==> src/rtl/axil_pkg.sv <==
// axil_pkg: shared types for the AXI4-Lite write slave.
//   axil_resp_t : AXI B-channel response codes
//   wr_state_t  : write-transaction sequencing states
//   addr_lsb()  : number of byte-offset address bits for a given data width
package axil_pkg;

  typedef enum logic [1:0] {
    OKAY   = 2'b00,
    EXOKAY = 2'b01,
    SLVERR = 2'b10,
    DECERR = 2'b11
  } axil_resp_t;

  typedef enum logic [1:0] {
    IDLE,
    ISSUE,
    RESP
  } wr_state_t;

  function automatic int addr_lsb(input int data_w);
    return $clog2(data_w / 8);
  endfunction

endpackage

==> src/rtl/axil_hold_reg.sv <==
// axil_hold_reg: one-entry holding register with a registered ready.
// Ports:
//   clk, r_reset          clock, synchronous active-low reset
//   accept_en             owner allows acceptance in the next cycle
//   clear                 drop the held entry (transaction finished)
//   in_valid / in_ready   input handshake (in_ready is a flop)
//   in_data               payload captured on the handshake
//   full                  an entry is held
//   data                  held payload
module axil_hold_reg
  import axil_pkg::*;
#(
  parameter int WIDTH = 32
) (
  input  logic             clk,
  input  logic             r_reset,
  input  logic             accept_en,
  input  logic             clear,
  input  logic             in_valid,
  output logic             in_ready,
  input  logic [WIDTH-1:0] in_data,
  output logic             full,
  output logic [WIDTH-1:0] data
);

  logic             full_q, full_d;
  logic             ready_q, ready_d;
  logic [WIDTH-1:0] data_q, data_d;

  always_comb begin
    full_d = full_q;
    data_d = data_q;
    if (clear) begin
      full_d = 1'b0;
    end else if (in_valid && ready_q) begin
      full_d = 1'b1;
      data_d = in_data;
    end
    // Ready is computed from the next full value so it drops on the very
    // edge that captures the payload; a second beat can never be accepted.
    ready_d = accept_en && !full_d;
  end

  always_ff @(posedge clk) begin
    if (!r_reset) begin
      full_q  <= 1'b0;
      ready_q <= 1'b0;
      data_q  <= '0;
    end else begin
      full_q  <= full_d;
      ready_q <= ready_d;
      data_q  <= data_d;
    end
  end

  assign in_ready = ready_q;
  assign full     = full_q;
  assign data     = data_q;

endmodule

==> src/rtl/axil_write_slave.sv <==
// axil_write_slave: AXI4-Lite write-channel slave feeding a backend
// register write port.
// Ports:
//   clk, r_reset                clock, synchronous active-low reset
//   awaddr/awvalid/awready      AXI write address channel
//   wdata/wstrb/wvalid/wready   AXI write data channel
//   bresp/bvalid/bready         AXI write response channel
//   wr_valid/wr_ready           backend write handshake
//   wr_addr/wr_data/wr_strb     backend write payload (wr_addr is the
//                               word-aligned byte offset from BASE_ADDR)
//   wr_err                      backend error, sampled on the handshake
// AW and W are captured independently; once both are held the address is
// range-checked and either a backend write or a DECERR response follows.
// All outputs are driven directly from flops.
module axil_write_slave
  import axil_pkg::*;
#(
  parameter int                ADDR_W    = 32,
  parameter int                DATA_W    = 32,
  parameter logic [ADDR_W-1:0] BASE_ADDR = '0,
  parameter int unsigned       SPAN      = 4096
) (
  input  logic                  clk,
  input  logic                  r_reset,
  input  logic [ADDR_W-1:0]     awaddr,
  input  logic                  awvalid,
  output logic                  awready,
  input  logic [DATA_W-1:0]     wdata,
  input  logic [DATA_W/8-1:0]   wstrb,
  input  logic                  wvalid,
  output logic                  wready,
  output logic [1:0]            bresp,
  output logic                  bvalid,
  input  logic                  bready,
  output logic                  wr_valid,
  input  logic                  wr_ready,
  output logic [ADDR_W-1:0]     wr_addr,
  output logic [DATA_W-1:0]     wr_data,
  output logic [DATA_W/8-1:0]   wr_strb,
  input  logic                  wr_err
);

  localparam int              STRB_W   = DATA_W / 8;
  localparam int              LSB      = addr_lsb(DATA_W);
  // One extra bit so a SPAN equal to 2**ADDR_W still compares correctly.
  localparam logic [ADDR_W:0] SPAN_EXT = (ADDR_W + 1)'(SPAN);

  wr_state_t            state_q, state_d;
  axil_resp_t           bresp_q, bresp_d;
  logic                 bvalid_q, bvalid_d;
  logic                 wr_valid_q, wr_valid_d;
  logic [ADDR_W-1:0]    wr_addr_q, wr_addr_d;
  logic [DATA_W-1:0]    wr_data_q, wr_data_d;
  logic [STRB_W-1:0]    wr_strb_q, wr_strb_d;

  logic                 accept_en;
  logic                 hold_clear;
  logic                 aw_full, w_full;
  logic [ADDR_W-1:0]    aw_addr;
  logic [DATA_W+STRB_W-1:0] w_payload;
  logic [ADDR_W-1:0]    off;
  logic                 in_window;

  axil_hold_reg #(.WIDTH(ADDR_W)) u_aw_hold (
    .clk      (clk),
    .r_reset  (r_reset),
    .accept_en(accept_en),
    .clear    (hold_clear),
    .in_valid (awvalid),
    .in_ready (awready),
    .in_data  (awaddr),
    .full     (aw_full),
    .data     (aw_addr)
  );

  axil_hold_reg #(.WIDTH(DATA_W + STRB_W)) u_w_hold (
    .clk      (clk),
    .r_reset  (r_reset),
    .accept_en(accept_en),
    .clear    (hold_clear),
    .in_valid (wvalid),
    .in_ready (wready),
    .in_data  ({wstrb, wdata}),
    .full     (w_full),
    .data     (w_payload)
  );

  // Unsigned subtraction: addresses below BASE_ADDR wrap to a large offset
  // and therefore fall outside the window.
  assign off       = aw_addr - BASE_ADDR;
  assign in_window = ({1'b0, off} < SPAN_EXT);

  always_comb begin
    state_d    = state_q;
    bresp_d    = bresp_q;
    bvalid_d   = bvalid_q;
    wr_valid_d = wr_valid_q;
    wr_addr_d  = wr_addr_q;
    wr_data_d  = wr_data_q;
    wr_strb_d  = wr_strb_q;
    hold_clear = 1'b0;

    unique case (state_q)
      IDLE: begin
        if (aw_full && w_full) begin
          if (in_window) begin
            state_d    = ISSUE;
            wr_valid_d = 1'b1;
            wr_addr_d  = {off[ADDR_W-1:LSB], {LSB{1'b0}}};
            wr_data_d  = w_payload[DATA_W-1:0];
            wr_strb_d  = w_payload[DATA_W +: STRB_W];
          end else begin
            state_d  = RESP;
            bvalid_d = 1'b1;
            bresp_d  = DECERR;
          end
        end
      end
      ISSUE: begin
        if (wr_ready) begin
          state_d    = RESP;
          wr_valid_d = 1'b0;
          bvalid_d   = 1'b1;
          bresp_d    = wr_err ? SLVERR : OKAY;
        end
      end
      RESP: begin
        if (bready) begin
          state_d    = IDLE;
          bvalid_d   = 1'b0;
          hold_clear = 1'b1;
        end
      end
      default: begin
        state_d = IDLE;
      end
    endcase

    // Channels reopen only once the FSM is (or is about to be) idle, which
    // keeps a single transaction outstanding.
    accept_en = (state_d == IDLE);
  end

  always_ff @(posedge clk) begin
    if (!r_reset) begin
      state_q    <= IDLE;
      bresp_q    <= OKAY;
      bvalid_q   <= 1'b0;
      wr_valid_q <= 1'b0;
      wr_addr_q  <= '0;
      wr_data_q  <= '0;
      wr_strb_q  <= '0;
    end else begin
      state_q    <= state_d;
      bresp_q    <= bresp_d;
      bvalid_q   <= bvalid_d;
      wr_valid_q <= wr_valid_d;
      wr_addr_q  <= wr_addr_d;
      wr_data_q  <= wr_data_d;
      wr_strb_q  <= wr_strb_d;
    end
  end

  assign bresp    = bresp_q;
  assign bvalid   = bvalid_q;
  assign wr_valid = wr_valid_q;
  assign wr_addr  = wr_addr_q;
  assign wr_data  = wr_data_q;
  assign wr_strb  = wr_strb_q;

endmodule

==> config.mk <==
export PLATFORM = sky130hd
export DESIGN_NAME = axil_write_slave
export DESIGN_NICKNAME = d
export VERILOG_FILES = /design/src/rtl/axil_pkg.sv /design/src/rtl/axil_hold_reg.sv /design/src/rtl/axil_write_slave.sv
export SDC_FILE = /design/constraint.sdc
export NUM_CORES = 1
export LEC_CHECK = 0
export ABC_AREA = 0
export ABC_CLOCK_PERIOD_IN_PS = 2200
export CAP_MARGIN = 0
export CELL_PAD_IN_SITES_DETAIL_PLACEMENT = 1
export CELL_PAD_IN_SITES_GLOBAL_PLACEMENT = 1
export CORE_UTILIZATION = 36
export DETAILED_ROUTE_END_ITERATION = 8
export PLACE_DENSITY = 0.87
export REMOVE_ABC_BUFFERS = 1
export SLEW_MARGIN = 20
export SYNTH_ARGS = -nofsm -noshare
export SYNTH_HDL_FRONTEND = slang
export SYNTH_HIERARCHICAL = 1
export SYNTH_SLANG_ARGS = --single-unit
==> constraint.sdc <==
create_clock -name clk -period 2.2 [get_ports clk]
set_clock_uncertainty 0.05 [all_clocks]
set_input_delay 0.22 -clock clk [delete_from_list [all_inputs] [get_ports clk]]
set_output_delay 0.22 -clock clk [all_outputs]
set_load 0.1 [all_outputs]
## Yosys cells after proc, flatten, opt, wreduce, memory -nomap -nowiden

Cells that the tools add are included.

| word-level totals | value |
|---|---|
| register bits after elaboration | 144 |
| output and inout port bits | 74 |
| bits of input ports | 75 |

| cells by class | value |
|---|---|
| reduce and logical (&&, ||, !) cells | 17 |
| bitwise operators | 1 |
| magnitude comparators | 1 |
| equal/unequal tests | 7 |
| mux-type cells | 25 |

Operators with widths:

| operator | number |
|---|---|
| 32-bit by 13-bit less-than comparator with 1-bit output, second input constant | 1 |
| 2-bit two-way mux | 8 |
| 1-bit two-way mux | 13 |
| 2-bit inequality test, second input constant | 5 |
| 4-bit AND reduction | 2 |
| 2-bit case mux with 3 select lines | 1 |
| 1-bit logical AND | 5 |
| 5-bit AND reduction | 1 |
| 2-bit zero test | 2 |
| 2-bit case mux with 2 select lines | 1 |
| 2-bit AND reduction | 2 |
| 1-bit case mux with 3 select lines | 1 |
| 3-bit AND reduction | 1 |
| 3-bit nonzero test | 1 |
| 2-bit by 1-bit equality test with 1-bit output, second input constant | 1 |
| 2-bit equality test, second input constant | 1 |
| 1-bit zero test | 2 |
| 1-bit case mux with 2 select lines | 1 |
| 2-bit nonzero test | 1 |
| 1-bit NOT | 1 |

## Logic depth before layout (Yosys ltp)

| logic depth | value |
|---|---|
| depth after elaboration | 6 |
| depth in mapped cells | 6 |

## Modules after synthesis

The synthesis kept the hierarchy.

By module, submodules not included:

| module | area an instance (sq um) | cells an instance | times used |
|---|---|---|---|
| axil_write_slave | 2692.6 | 283 | 1 |
| axil_hold_reg at u_w_hold | 1530.2 | 162 | 1 |
| axil_hold_reg at u_aw_hold | 1378.8 | 145 | 1 |

## Least setup slack after synthesis

No wires, ideal clock.

| path | value |
|---|---|
| path type | register to register |
| from | register u_w_hold.ready_q (netlist: u_w_hold/in_ready) |
| to | register u_w_hold.data_q[0] (netlist: u_w_hold/data[0]) |
| stages on the path, launching flop included | 5 |
| path slack | 0.378 ns |
| arrival time | 1.700 ns |
| library setup time | 0.072 ns |
| required time | 2.078 ns |
| path buffers | 2 |
| clock period less this slack | 1.822 ns |
| path through | dfxtp_1 and3b_1 buf_6 buf_12 mux2i_1 |

| between the ends | value |
|---|---|
| cells in the longest elaborated chain, start to end | 2 |

RTL lines:

| item | RTL line | text |
|---|---|---|
| start, declared | axil_hold_reg.sv:27 | `logic ready_q, ready_d;` |
| start signal, assigned | axil_hold_reg.sv:51 | `ready_q <= ready_d;` |
| 1-bit logical AND | axil_hold_reg.sv:35 | `end else if (in_valid && ready_q) begin` |
| 2-bit AND reduction (no line) | - |  |
| end signal, assigned | axil_hold_reg.sv:52 | `data_q <= data_d;` |
| end, declared | axil_hold_reg.sv:28 | `logic [WIDTH-1:0] data_q, data_d;` |

Every way passes these cells.
A chain may end at the register's enable or synchronous reset.

## Final worst setup path

| path | value |
|---|---|
| from | register state_q[0] |
| to | register u_aw_hold.data_q[8] (netlist: u_aw_hold/data[8]) |

| between the ends | value |
|---|---|
| cells in the longest elaborated chain, start to end | 4 |

RTL lines:

| item | RTL line | text |
|---|---|---|
| start, declared | axil_write_slave.sv:48 | `wr_state_t state_q, state_d;` |
| start signal, assigned | axil_write_slave.sv:154 | `state_q <= state_d;` |
| 2-bit equality test | axil_write_slave.sv:103 | `unique case (state_q)` |
| 1-bit two-way mux | axil_write_slave.sv:103 |  |
| named net hold_clear | axil_write_slave.sv:57 | `logic hold_clear;` |
| 1-bit NOT (no line) | - |  |
| 2-bit AND reduction (no line) | - |  |
| end signal, assigned | axil_hold_reg.sv:52 |  |
| end, declared | axil_hold_reg.sv:28 |  |

The timed path passes the listed nets, and every way through them passes these cells.

==> impl_results.md <==
- Status: completed
- Drt initial violations: 168
- Slowest CP cell: and3b_2
- Power consumption: 6.44 mW
- Routed WL: 13,600 um
- Port Buffers: 144
- Max_slew headroom: 37.1%
- I/O pin total: 149
- Number of diodes: 0
- Slew Viols, Final: 0
- GR Overflow Total: 0
- Site Rows: 44
- Critical path data arrival time: 2.24 ns
- RR Endpoint: u_aw_hold/data[8]$_SDFFE_PN0P_
- Final ANT Viol Nets: 0
- Clock slew at reported path FFs: 0.06 ns
- CP delay by family, top: simple AND/OR/NAND/NOR gates
- First-pass GRT wire length: 22,900 um
- CTS H-Tree Depth: 4
- Crit path time final: 1.96 ns
- CP bufs+invs: 0
- Storage cell area: 2840 um2
- CTS Sinks: 142
- Max Freq: 509 MHz
- Largest net degree at the start of global routing: 67
- CP startpoint kind: register
- Chip width: 126 um
- Setup TNS: 0 ns
- Multi-input combinational cell area: 2360 um2
- Crit end category: register
- Initial antenna violation count: 0
- WHS Endpoint: u_w_hold/data[1]$_SDFFE_PN0P_
- Die ar.: 15,900 um2
- Yosys warning count: 6
- Worst VDD drop: 0.541 mV
- Most frequent cells in the layout: 227 x nand2_1, 142 x dfxtp_1, 112 x mux2i_1, 80 x buf_4, 71 x clkdlybuf4s50_1
- Cell area after synthesis: 5530 um2
- Layout cell share with drive strength beyond 1: 16.9%
- Core Region: 14,800 um2
- Synthesized instance count: 582
- Drt drc: 0
- Hold_sp: r_reset
- Clock buffer count from CTS: 17
- Syn-to-layout area delta: 35.7%
- Per-cell routed wire length: 14.9 um
- Final hold violations: 0
- Total track usage: 18.2%
- Fill count: 1,673
- Critical path class: register to register
- Detailed-route via count: 4,367
- Via count of the first global-routing pass: 4,718
- Final GP Congestion: 0.728
- Non-Filler Instances: 910
- CTS tree: built
- Reg2Reg Depth: 3
- Slew @ Worst Pin: 0.943 ns
- Util after Layout: 50.8%
- # hold bufs at CTS: 0
- Vias per inst: 4.80
- Starting Density: 37.5%
- Die span in y: 126 um
- Pre-Repair DR Iteration Count: 4
- PnR worst setup slack: 0.235 ns
- CP max FO: 30
- Latest clock arrival within the worst-skew pair: 0.42 ns
- Max cap viols: 0
- Reg2reg setup slack: 0.24 ns
- CTS max path bufs: 2
- CTS resizes: 0
- Hold WC Path Type: input port to register
- CP Data Required Time: 2.48 ns
- Largest stage delay, worst path: 0.87 ns
- Nets: 788
- PD cells: 858 nW/um2
- Number of cells on the critical path: 3
- Final number of setup-violating endpoints: 0
- Worst hold path stage count: 3
- Pre-CTS WS: 0.0319 ns
- Placed insts: 878
- Hpwl dp: 9300 um
- FF-to-FF Start: state_q[0]$_SDFF_PN0_
- Clk root buf: clkbuf_16
- Post-route clock period utilization: 89.3%
- Commonest non-fill, non-tap cell in the layout: nand2_1
- Mean post-synth cell area: 9.50 um2
- Pleak: 3.38 nW
- Unrepaired setup endpoints after global routing: no
- Post-CTS setup buffer count: 0
- Ordered cell list for the critical path: and3b_1 -> and3b_2 -> mux2i_1
## worst max-delay path by stage
stage / startpoint / endpoint / slack (ns)
4_1_cts: state_q[0]$_SDFF_PN0_ / u_aw_hold/data[8]$_SDFFE_PN0P_ / 0.23
2_1_floorplan: u_aw_hold/data[23]$_SDFFE_PN0P_ / wr_addr[12]$_SDFFE_PN0P_ / -0.60
3_5_place_dp: bready / u_aw_hold/data[27]$_SDFFE_PN0P_ / 0.03
6_report: state_q[0]$_SDFF_PN0_ / u_aw_hold/data[8]$_SDFFE_PN0P_ / 0.24
5_1_grt: state_q[0]$_SDFF_PN0_ / u_aw_hold/data[8]$_SDFFE_PN0P_ / 0.14
3_3_place_gp: bready / u_aw_hold/data[5]$_SDFFE_PN0P_ / 0.15
## final cells by class
type	count	share of cell area [%]
Inverter	2	0.100
Clock buffer	17	5.67
Multi-Input combinational cell	394	31.5
Timing Repair Buffer	156	18.7
Sequential cell	142	37.9
Clock inverter	15	3.12
Tap cell	184	3.07
## worst register-to-register path, stage by stage (launching register included)
cell and delay [ns]:
dfxtp_1 0.41, and3b_1 0.22, and3b_2 0.87, mux2i_1 0.33
## routing by layer
layer	wire length [um]	part of all wire (%)	vias to the layer above	global-route usage [%]
li1	-	-	2164	-
met4	172	1.3	0	5.67
met2	7040	52	103	33.7
met3	649	4.8	16	5.61
met1	5710	42	2084	19.8
met5	0	0	-	0
## flip-flops by register name, indices dropped and copies added (netlist names)
name,flops
u_aw_hold/full,1
u_aw_hold/in_ready,1
wr_valid,1
wr_data,32
bresp,2
wr_strb,4
state_q,2
u_aw_hold/data,30
u_w_hold/full,1
u_w_hold/data,36
wr_addr,30
u_w_hold/in_ready,1
bvalid,1
## stage by stage
| stage | instance area (um2) | hold slack (ns) |
|---|---|---|
| after global routing | 7500 | 0.232 |
| after global placement | 6840 | 0.387 |
| after floorplan | 5200 | 0.298 |
| after CTS | 7500 | 0.195 |
| after detailed placement | 6840 | 0.401 |
| final | 7500 | 0.194 |
## where the power goes
| part | internal (mW) | switching, mW | total, mW |
|---|---|---|---|
| Clock | 2.03 | 1.16 | 3.19 |
| Sequential | 2.65 | 0.0433 | 2.69 |
| Combinational | 0.253 | 0.296 | 0.549 |
| Total | 4.94 | 1.50 | 6.44 |
No activity file was read; power rests on OpenSTA's default activity.
